### src/rtl/saradc_pkg.sv
// Shared types and constants for the SAR ADC controller: FSM states, output
// flag bundle, parameter limits and the parameter-range check.
package saradc_pkg;

   typedef enum logic [2:0] {
      ST_IDLE   = 3'd0,
      ST_SAMPLE = 3'd1,
      ST_STROBE = 3'd2,
      ST_DECIDE = 3'd3,
      ST_DONE   = 3'd4
   } sar_state_t;

   localparam int NBIT_MAX       = 16;
   localparam int SAMPLE_CYC_MAX = 15;
   localparam int AVG_LOG2_MAX   = 4;

   typedef struct packed {
      logic busy;
      logic sample;
      logic cmp_en;
      logic done;
   } sar_flags_t;

   function automatic logic params_ok(input int nbit, input int sample_cyc, input int avg_log2);
      return (nbit >= 2) && (nbit <= NBIT_MAX) &&
             (sample_cyc >= 1) && (sample_cyc <= SAMPLE_CYC_MAX) &&
             (avg_log2 >= 0) && (avg_log2 <= AVG_LOG2_MAX);
   endfunction

   // Output flags that must be visible while the FSM sits in a given state.
   function automatic sar_flags_t state_flags(input sar_state_t st);
      sar_flags_t f;
      f.busy   = 1'b0;
      f.sample = 1'b0;
      f.cmp_en = 1'b0;
      f.done   = 1'b0;
      case (st)
         ST_SAMPLE: begin
            f.busy   = 1'b1;
            f.sample = 1'b1;
         end
         ST_STROBE: begin
            f.busy   = 1'b1;
            f.cmp_en = 1'b1;
         end
         ST_DECIDE: f.busy = 1'b1;
         ST_DONE:   f.done = 1'b1;
         default:   f.busy = 1'b0;
      endcase
      return f;
   endfunction

endpackage

### src/rtl/saradc_sar_reg.sv
// Binary-search trial register: holds the current DAC code and the pointer to
// the bit under test. result is the code with the tested bit resolved by cmp.
module saradc_sar_reg
   import saradc_pkg::*;
#(
   parameter int NBIT = 8
) (
   input  logic            clk,
   input  logic            rst,
   input  logic            init,
   input  logic            clear,
   input  logic            decide,
   input  logic            cmp,
   output logic [NBIT-1:0] code,
   output logic [NBIT-1:0] result,
   output logic            last
);

   localparam int IW = $clog2(NBIT);

   logic [NBIT-1:0] code_r;
   logic [IW-1:0]   idx_r;
   logic [NBIT-1:0] resolved_s;
   logic [NBIT-1:0] step_s;
   logic            idx_zero_s;

   assign idx_zero_s = (idx_r == {IW{1'b0}});

   // Resolve the bit under test, then arm the next lower bit when one remains.
   always_comb begin
      resolved_s        = code_r;
      resolved_s[idx_r] = cmp;
      step_s            = resolved_s;
      if (!idx_zero_s) begin
         step_s[idx_r - IW'(1'b1)] = 1'b1;
      end else begin
         step_s = resolved_s;
      end
   end

   // Trial code and bit pointer; clear wins over init, init over decide.
   always_ff @(posedge clk) begin
      if (rst || clear) begin
         code_r <= {NBIT{1'b0}};
         idx_r  <= {IW{1'b0}};
      end else if (init) begin
         code_r <= {1'b1, {(NBIT-1){1'b0}}};
         idx_r  <= IW'(NBIT - 1);
      end else if (decide) begin
         code_r <= step_s;
         idx_r  <= idx_zero_s ? idx_r : (idx_r - IW'(1'b1));
      end else begin
         code_r <= code_r;
         idx_r  <= idx_r;
      end
   end

   assign code   = code_r;
   assign result = resolved_s;
   assign last   = idx_zero_s;

endmodule

### src/rtl/saradc_sar_ctrl.sv
// SAR ADC conversion controller: sampling, per-bit strobes, result and DONE.
// Optional averaging over 2^AVG_LOG2 conversions is built with SARADC_AVG_EN.
module saradc_sar_ctrl
   import saradc_pkg::*;
#(
   parameter int NBIT       = 8,
   parameter int SAMPLE_CYC = 2,
   parameter int AVG_LOG2   = 0
) (
   input  logic            CLK,
   input  logic            RST,
   input  logic            START,
   input  logic            CMP_OUT,
   output logic            BUSY,
   output logic            SAMPLE,
   output logic            CMP_EN,
   output logic [NBIT-1:0] DACP,
   output logic [NBIT-1:0] DOUT,
   output logic            DONE
);

   localparam logic       PARAMS_OK = params_ok(NBIT, SAMPLE_CYC, AVG_LOG2);
   localparam logic [3:0] SCNT_INIT = 4'(SAMPLE_CYC - 1);

   if (!PARAMS_OK) begin : g_param_err
      $error("saradc_sar_ctrl: parameter out of range");
   end

   sar_state_t      state_r;
   sar_flags_t      flags_r;
   logic [3:0]      scnt_r;
   logic [NBIT-1:0] dout_r;

   logic            accept_s;
   logic            finish_s;
   logic            set_last_s;
   logic            reg_init_s;
   logic            reg_clear_s;
   logic            reg_decide_s;
   logic            last_s;
   logic [NBIT-1:0] code_s;
   logic [NBIT-1:0] result_s;
   logic [NBIT-1:0] final_s;

   // Control strobes for the trial register, derived from the current state.
   always_comb begin
      accept_s     = START && ((state_r == ST_IDLE) || (state_r == ST_DONE));
      finish_s     = (state_r == ST_DECIDE) && last_s;
      reg_init_s   = accept_s || (finish_s && !set_last_s);
      reg_clear_s  = finish_s && set_last_s;
      reg_decide_s = (state_r == ST_DECIDE);
   end

   saradc_sar_reg #(.NBIT(NBIT)) u_sar_reg (
      .clk    (CLK),
      .rst    (RST),
      .init   (reg_init_s),
      .clear  (reg_clear_s),
      .decide (reg_decide_s),
      .cmp    (CMP_OUT),
      .code   (code_s),
      .result (result_s),
      .last   (last_s)
   );

`ifdef SARADC_AVG_EN
   localparam int AW = NBIT + AVG_LOG2;

   logic [AW-1:0] acc_r;
   logic [AW-1:0] acc_sum_s;
   logic [AW-1:0] avg_s;
   logic [4:0]    conv_r;

   assign acc_sum_s  = acc_r + AW'(result_s);
   assign avg_s      = acc_sum_s >> AVG_LOG2;
   assign set_last_s = (conv_r == 5'((1 << AVG_LOG2) - 1));
   assign final_s    = avg_s[NBIT-1:0];

   // Accumulator and conversion count for one averaging set.
   always_ff @(posedge CLK) begin
      if (RST || accept_s) begin
         acc_r  <= {AW{1'b0}};
         conv_r <= 5'd0;
      end else if (finish_s) begin
         acc_r  <= set_last_s ? {AW{1'b0}} : acc_sum_s;
         conv_r <= set_last_s ? 5'd0 : (conv_r + 5'd1);
      end else begin
         acc_r  <= acc_r;
         conv_r <= conv_r;
      end
   end
`else
   assign set_last_s = 1'b1;
   assign final_s    = result_s;
`endif

   // Main FSM; output flags are registered alongside the state they belong to.
   always_ff @(posedge CLK) begin
      if (RST) begin
         state_r <= ST_IDLE;
         flags_r <= state_flags(ST_IDLE);
         scnt_r  <= 4'd0;
         dout_r  <= {NBIT{1'b0}};
      end else begin
         case (state_r)
            ST_IDLE, ST_DONE: begin
               if (START) begin
                  state_r <= ST_SAMPLE;
                  flags_r <= state_flags(ST_SAMPLE);
                  scnt_r  <= SCNT_INIT;
               end else begin
                  state_r <= ST_IDLE;
                  flags_r <= state_flags(ST_IDLE);
               end
            end
            ST_SAMPLE: begin
               if (scnt_r == 4'd0) begin
                  state_r <= ST_STROBE;
                  flags_r <= state_flags(ST_STROBE);
               end else begin
                  scnt_r  <= scnt_r - 4'd1;
                  flags_r <= state_flags(ST_SAMPLE);
               end
            end
            ST_STROBE: begin
               state_r <= ST_DECIDE;
               flags_r <= state_flags(ST_DECIDE);
            end
            ST_DECIDE: begin
               if (!last_s) begin
                  state_r <= ST_STROBE;
                  flags_r <= state_flags(ST_STROBE);
               end else if (set_last_s) begin
                  state_r <= ST_DONE;
                  flags_r <= state_flags(ST_DONE);
                  dout_r  <= final_s;
               end else begin
                  // more conversions in the averaging set: resample immediately
                  state_r <= ST_SAMPLE;
                  flags_r <= state_flags(ST_SAMPLE);
                  scnt_r  <= SCNT_INIT;
               end
            end
            default: begin
               state_r <= ST_IDLE;
               flags_r <= state_flags(ST_IDLE);
            end
         endcase
      end
   end

   assign BUSY   = flags_r.busy;
   assign SAMPLE = flags_r.sample;
   assign CMP_EN = flags_r.cmp_en;
   assign DONE   = flags_r.done;
   assign DACP   = code_s;
   assign DOUT   = dout_r;

endmodule
### config.mk
export PLATFORM = sky130hd
export DESIGN_NAME = saradc_sar_ctrl
export DESIGN_NICKNAME = d
export VERILOG_FILES = /design/src/rtl/saradc_pkg.sv /design/src/rtl/saradc_sar_reg.sv /design/src/rtl/saradc_sar_ctrl.sv
export SDC_FILE = /design/constraint.sdc
export NUM_CORES = 1
export LEC_CHECK = 0
export CORE_MARGIN = 5
export CORE_UTILIZATION = 53
export CTS_CLUSTER_SIZE = 20
export DETAILED_ROUTE_END_ITERATION = 6
export GPL_ROUTABILITY_DRIVEN = 1
export PLACE_DENSITY_LB_ADDON = 0.2
export RECOVER_POWER = 50
export SLEW_MARGIN = 20
export SYNTH_ARGS = -nofsm -noshare
export SYNTH_HDL_FRONTEND = slang
export SYNTH_SLANG_ARGS = --single-unit
### constraint.sdc
create_clock -name CLK -period 2 [get_ports CLK]
set_input_delay 0.5 -clock CLK [delete_from_list [all_inputs] [get_ports CLK]]
set_output_delay 0.5 -clock CLK [all_outputs]
set_load 0.05 [all_outputs]
==> results.cfg, run 1 <==
[run]
max-cap-violations = 0

[sta]
tns_ns = 0
worst_slew_margin_rel_pct = 59.4
finalCriticalPeriod_ns = 1.94
finalSetupViolCount = 0
fin_crit_sh_pct = 97.0
hold_viol = 0
worst_slack_ns = 0.0603
worstMarginPinSlew_ns = 0.611
skew_ns = 0.0101
max_freq_mhz = 516
final-max-slew-violation-count = 0
rsz0062_at_grt = false

[route]
routedWlPerCell_um = 15.1
viasPerCell = 5.71
num_vias = 1285
drt_pass1_iterations = 4
ant_nets = 0
dr.first_iter.drc_count = 59
drcViolationCount = 0
wirelength_um = 3390

[finish]
fin_cells = 225
fillers = 250
layout-drive-gt1-share_pct = 12.4
fin_nets = 201
syn2layout_area_growth_pct = 16.5
antenna_cells = 0

[critical_path]
crit_path_cell_trace = clkdlybuf4s50_1
rr_worst_depth = 6
worstSetupStartpoint = CMP_EN
end_kind = output port
path_class = flip-flop to output port
worstPathArrival_ns = 1.44
worst-endpoint-required_ns = 1.50
cpMaxStageDelayCell = clkdlybuf4s50_1
rrSetupSlack_ns = 0.21
cp_max_fo = 1
cpPeakStageDelay_ns = 0.79
worst_r2r_endpoint = scnt_r[1]
crit_path_start_kind = flip-flop
cp_top_family = buffers and inverters
path_buf_inv = 1
r2r-start = scnt_r[0]
crit_path_end = CMP_EN
path_depth = 1

[yosys]
yosys_most_used_dff = dfxtp_1
synthTopCellsByArea = dfxtp_1 39%, mux2i_1 5.2%, o211a_1 3.9%, o21ai_0 3.6%, ha_1 3.2%
avgSynthCellArea_um2 = 9.17
synth.ff_latch_count = 30
synth_cell_types = 44
synth_area_mm2 = 0.00154
synth-seq-area-share_pct = 39.0
yosysTopAreaCellShare_pct = 39.0
yosys_warnings = 0
synth_common_cells = 30 x dfxtp_1, 13 x nand2_1, 13 x nor2_1
synth_nets = 176
syn_inst = 168
synth-edff-count = 0
async_flop_share_pct = 0
yosysMostFrequentCell = dfxtp_1
yosysTopAreaCell = dfxtp_1

[floorplanning]
dieArea_mm2 = 0.00408
design.core.area_mm2 = 0.00278
pin_count = 24
die_w_um = 63.9
rows = 19
die_y_um = 63.9
start_util_pct = 55.4

[pwr]
leakagePower_uw = 0.000816
peakVddDrop_v = 0.000809
powerDensity_mw_per_mm2 = 917

[cts]
numCtsBuffers = 5
clk_latency_ns = 0.33
postCtsSetupBuffers = 0
cts_max_level = 2
cts_sinks = 30
path_clk_slew_ns = 0.10
cts_tree = done
clock_path_buffers = 2
cts_root_buf = clkbuf_4

[global_routing]
grt_pass1_vias = 1245
antenna_found_initial = 0
grt_pass1_wl_um = 5890
grtUsageMet2_pct = 26.1
grt_use_met1_pct = 25.0
overflow = 0
gr-usage-met3_pct = 4.73
grt_max_degree = 20
grt.busiest_layer = met2
grt_usage_pct = 18.1

[placed_design]
io_buffers = 23
dpl_worst_slack_ns = 0.196
dpl.hpwl_um = 2470
dp.cells = 217
gp_congestion = 0.801

[outcome]
status = finished clean

[worst_hold_path]
hold_class = flip-flop to flip-flop
[how the worst min path moves through the flow]
stage	startpoint	end	depth (start not counted)
finish	DOUT[1]	DOUT[1]	2
global route	DOUT[5]	DOUT[5]	2
CTS	DOUT[5]	DOUT[5]	2
detailed placement	DOUT[2]	DOUT[2]	2
global placement	DOUT[5]	DOUT[5]	2
floorplan	scnt_r[0]	scnt_r[0]	1
[cells in the final DEF (no fill, tap or decap), types with 3 or more instances in the layout]
cell             synthesis  layout
dfxtp_1                 30      30
nor2_1                  13      13
nand2_1                 13      13
o21ai_0                 11      12
inv_1                   10      10
nor3_1                  10      10
clkbuf_1                 3       9
mux2i_1                  8       8
a21oi_1                  6       7
nor3b_1                  5       6
o211a_1                  6       6
clkdlybuf4s50_1          0       6
clkbuf_4                 0       5
nand3_1                  4       4
ha_1                     4       4
dlygate4sd2_1            0       4
dlymetal6s2s_1           0       4
buf_4                    1       4
nor3_2                   3       3
nand3b_1                 3       3
[report_power, final]
part	internal, µW	total (µW)	leakage [µW]	switching, µW
sequential	640	693	0.000244	53.0
combinational	180	481	0.000527	301
clock	259	471	0.0000450	212
total	1080	1640	0.000816	566
[timing repair]
item	4_1_cts	5_1_grt
hold buffers	0	0
endpoints found under the setup margin	4	5
gates resized for setup	4	5
hold endpoints to repair	0	0
[per-stage QoR]
step / cell area [µm²] / total power [µW] / hold WS, ns / util (%)
after floorplan: 1540 / 1090 / 0.468 / -
after detailed placement: 1760 / 1190 / 0.451 / 63.2
after CTS: 1830 / 1670 / 0.474 / 65.9
after global routing: 1790 / 1740 / 0.511 / 64.5
final: 1790 / 1640 / 0.465 / 64.5
after global placement: 1760 / 1180 / 0.437 / 63.2
[kinds of logic (layout without fill, tap and decap cells)]
| logic type | after synthesis | after routing | share of synthesized area [%] |
|---|---|---|---|
| simple gates | 65 | 65 | 26.3 |
| fa+ha+maj | 4 | 4 | 3.25 |
| compound gates | 37 | 37 | 17.1 |
| flops | 30 | 30 | 39.0 |
| mux | 8 | 8 | 5.20 |
| xor+xnor | 4 | 4 | 2.27 |
| buf+inv | 20 | 46 | 6.82 |
[per-layer routing]
metal / vias to the layer above / share of wire, %
li1: 642 / -
met1: 598 / 49
met2: 40 / 43
met3: 5 / 5.6
met4: 0 / 1.6
met5: - / 0
[sequential cells by signal, summed over array words and instances (netlist names)]
register,cells
BUSY,1
CMP_EN,1
DONE,1
DOUT,8
SAMPLE,1
scnt_r,4
state_r,3
u_sar_reg.code,8
u_sar_reg.idx_r,3
[final cells by class]
| class | count | area [µm²] | area share [%] |
|---|---|---|---|
| clock inverters | 3 | 40.0 | 2.23 |
| inverters | 10 | 37.5 | 2.09 |
| clock buffers | 5 | 37.5 | 2.09 |
| well taps | 31 | 38.8 | 2.16 |
| flip-flops and latches | 30 | 601 | 33.5 |
| multi-input cells | 118 | 826 | 46.0 |
| repair buffers | 28 | 214 | 11.9 |
(Power assumes the default switching activity.)
==> run 2: changes to the inputs <==
- RECOVER_POWER: 50 -> 25
==> results.cfg, run 2 (synthesis gave the netlist of run 1 again) <==
[finish]
antenna_cells = 0
fin_nets = 201
final_common_cell = dfxtp_1
multi_input_area_um2 = 835
seqCellArea_um2 = 601
layout_common_cells = 30 x dfxtp_1, 13 x nor2_1, 13 x nand2_1, 11 x o21ai_0
fillers = 245
syn2layout_area_growth_pct = 18.0
layout-drive-gt1-share_pct = 13.9
design_area_mm2 = 0.00182

[route]
routedWlPerCell_um = 15.1
num_vias = 1298
viasPerCell = 5.77
dr.first_iter.drc_count = 61
drcViolationCount = 0
ant_nets = 0
drt_pass1_iterations = 4
wirelength_um = 3390

[critical_path]
cp_max_fo = 1
crit_path_start_kind = flip-flop
path_class = flip-flop to output port
path_buf_inv = 1
end_kind = output port
cp_top_family = buffers and inverters
cpMaxStageDelayCell = clkdlybuf4s50_1
crit_path_cell_trace = clkdlybuf4s50_1
worst-endpoint-required_ns = 1.50
worstPathArrival_ns = 1.44
cpPeakStageDelay_ns = 0.79

[outcome]
status = finished clean

[sta]
tns_ns = 0
fin_crit_sh_pct = 96.9
max_freq_mhz = 516
final-max-slew-violation-count = 0
finalSetupViolCount = 0
rsz0062_at_grt = false
finalCriticalPeriod_ns = 1.94
skew_ns = 0.00802
hold_viol = 0
worstMarginPinSlew_ns = 0.600
worst_slew_margin_rel_pct = 60.1

[cts]
numCtsBuffers = 5
cts_root_buf = clkbuf_4
cts_sinks = 30
path_clk_slew_ns = 0.10
clk_latency_ns = 0.33
cts_max_level = 2
cts_tree = done
holdBufCountCts = 0
clock_path_buffers = 2

[floorplanning]
dieArea_mm2 = 0.00408
pin_count = 24
die_y_um = 63.9
die_w_um = 63.9
rows = 19
start_util_pct = 55.4
design.core.area_mm2 = 0.00278

[global_routing]
overflow = 0
grt_usage_pct = 18.1
antenna_found_initial = 0
grt_pass1_vias = 1245
grt_pass1_wl_um = 5890
grt_max_degree = 20

[pwr]
peakVddDrop_v = 0.000832
leakagePower_uw = 0.000845
powerDensity_mw_per_mm2 = 908
switching_share_pct = 34.2
p_int_uw = 1090
p_comb_share_pct = 29.6
p_switching_uw = 564
clock_power_share_pct = 28.4
power_frac_seq_pct = 42.0

[worst_hold_path]
hold_class = flip-flop to flip-flop

[placed_design]
dpl.hpwl_um = 2470
place_area_mm2 = 0.00176
gp_congestion = 0.801
io_buffers = 23

[run]
max-cap-violations = 0
==> run 2: repair_timing <==
item | in CTS | in global routing
endpoints found under the setup margin | 4 | 5
setup buffers | 0 | 0
resized for setup | 4 | 5
pin swaps | 0 | 0
==> run 2: area by class of cell <==
cell class / count / share of cell area, %
multi-input cells: 118 / 45.9
clock buffers: 5 / 2.06
clock inverters: 3 / 2.20
inverters: 10 / 2.06
repair buffers: 28 / 12.6
flip-flops and latches: 30 / 33.0
well taps: 31 / 2.13
==> run 2: stage by stage <==
step,worst slack (ns),cells,hold WS [ns],utilization (%),power (µW)
after global routing,0.00581,225,0.511,65.4,1750
final,0.0627,225,0.464,65.4,1650
after detailed placement,0.196,217,0.451,63.2,1190
after floorplan,0.262,168,0.468,-,1090
after global placement,0.159,217,0.437,63.2,1180
after CTS,0.000147,225,0.474,65.9,1670
==> run 2: tightest hold or removal path, cell delays in order, from the launching register on <==
cell	delay [ns]
dfxtp_1	0.34
nand2_1	0.04
o21ai_0	0.06
==> run 2: path summary, 6_finish.rpt <==
| kind | start | cells after the start | slack, ns | to |
|---|---|---|---|---|
| min | DOUT[1] | 2 | 0.46 | DOUT[1] |
| max reg2reg | scnt_r[0] | 6 | 0.22 | scnt_r[1] |
| min reg2reg | DOUT[1] | 2 | 0.46 | DOUT[1] |
| max | CMP_EN | 1 | 0.06 | CMP_EN |
==> run 2: per-layer routing <==
layer	GRT usage [%]	share of wire, %
met1	25.0	49
met2	26.1	44
met3	4.73	5.8
met4	8.57	1.6
met5	0	0
==> run 2: power by group through the flow <==
stage | clock network (µW) | registers (µW) | logic [µW]
after floorplan | 0 | 743 | 344
after global placement | 0 | 702 | 473
after detailed placement | 0 | 706 | 487
after CTS | 485 | 692 | 493
after global routing | 515 | 700 | 533
final | 468 | 693 | 489
==> run 3: changes to the inputs <==
- HOLD_SLACK_MARGIN: default -> 0.05
- SKIP_CTS_REPAIR_TIMING: default -> 1
==> results.cfg, run 3 (synthesis gave the netlist of run 1 again) <==
[outcome]
status = finished clean

[placed_design]
dpl_worst_slack_ns = 0.196
place_area_mm2 = 0.00176
gp_congestion = 0.801
dp.cells = 217
dpl.hpwl_um = 2470
io_buffers = 23

[cts]
cts_root_buf = clkbuf_4
numCtsBuffers = 5
cts_sinks = 30
clk_latency_ns = 0.33
path_clk_slew_ns = 0.10
cts_tree = done
cts_max_level = 2
clock_path_buffers = 2

[global_routing]
overflow = 0
grt_usage_pct = 18.1
antenna_found_initial = 0
grt_pass1_wl_um = 5880
grt_pass1_vias = 1242
grt_max_degree = 20

[floorplanning]
die_y_um = 63.9
start_util_pct = 55.4
dieArea_mm2 = 0.00408
die_w_um = 63.9
design.core.area_mm2 = 0.00278
rows = 19
pin_count = 24

[pwr]
peakVddDrop_v = 0.000832
powerDensity_mw_per_mm2 = 899
leakagePower_uw = 0.000901

[sta]
rsz0062_at_grt = false
skew_ns = 0.00780
finalSetupViolCount = 0
hold_viol = 0
finalCriticalPeriod_ns = 1.94
worst_slew_margin_rel_pct = 60.1
worst_hold_slack_ns = 0.464
max_freq_mhz = 516
worst_slack_ns = 0.0628
tns_ns = 0
fin_crit_sh_pct = 96.9
worstMarginPinSlew_ns = 0.600
final-max-slew-violation-count = 0

[finish]
syn2layout_area_growth_pct = 19.0
layout_common_cells = 30 x dfxtp_1, 13 x nor2_1, 13 x nand2_1, 11 x o21ai_0
fin_nets = 201
fin_cells = 225
final_common_cell = dfxtp_1
design_area_mm2 = 0.00183
layout-drive-gt1-share_pct = 13.9
antenna_cells = 0

[critical_path]
worstPathArrival_ns = 1.44
crit_path_cell_trace = clkdlybuf4s50_1
cpPeakStageDelay_ns = 0.79
cpMaxStageDelayCell = clkdlybuf4s50_1
cp_top_family = buffers and inverters
path_class = flip-flop to output port
path_buf_inv = 1
worst-endpoint-required_ns = 1.50
cp_max_fo = 1
crit_path_start_kind = flip-flop
end_kind = output port

[route]
wirelength_um = 3370
num_vias = 1312
dr.first_iter.drc_count = 60
routedWlPerCell_um = 15.0
drt_pass1_iterations = 4
viasPerCell = 5.83
drcViolationCount = 0
ant_nets = 0

[run]
max-cap-violations = 0

[worst_hold_path]
hold_class = flip-flop to flip-flop
## run 3: metrics by stage
stage | util (%) | total power [µW]
finish | 65.9 | 1650
detailed placement | 63.2 | 1190
CTS | 66.0 | 1670
global placement | 63.2 | 1180
global route | 65.9 | 1750
floorplan | - | 1090
## run 3: final timing paths
check,slack [ns],depth (start not counted),endpoint,start
hold reg to reg,0.46,2,DOUT[1],DOUT[1]
setup / recovery,0.06,1,CMP_EN,CMP_EN
setup reg to reg,0.22,6,scnt_r[1],scnt_r[0]
hold / removal,0.46,2,DOUT[1],DOUT[1]
## run 3: layout make-up
| type | instances | area (µm²) |
|---|---|---|
| fillers | 241 | 948 |
| multi-input cells | 118 | 835 |
| flip-flops and latches | 30 | 601 |
| repair buffers | 28 | 244 |
| clock inverters | 3 | 40.0 |
| well taps | 31 | 38.8 |
| clock buffers | 5 | 37.5 |
| inverters | 10 | 37.5 |
## run 3: where the power goes
group          total (µW)  switching [µW]  internal (µW)  leakage (µW)
Clock                 467             209            259     0.0000450
Combinational         488             301            187      0.000612
Sequential            693            52.8            640      0.000244
Total                1650             562           1090      0.000901
## run 3: metal layers
| layer | routed length [µm] | vias to the layer above | GRT usage, % |
|---|---|---|---|
| li1 | - | 641 | - |
| met1 | 1610 | 615 | 25.0 |
| met2 | 1480 | 51 | 26.1 |
| met3 | 226 | 5 | 4.55 |
| met4 | 53 | 0 | 8.57 |
| met5 | 0 | - | 0 |
## run 3: worst register-to-register path, stage by stage, from the launching register on
cell and delay, ns:
dfxtp_1 0.39, inv_1 0.08, ha_1 0.21, nor3b_2 0.18
nor3_4 0.22, nor2_1 0.10, a2111oi_1 0.46
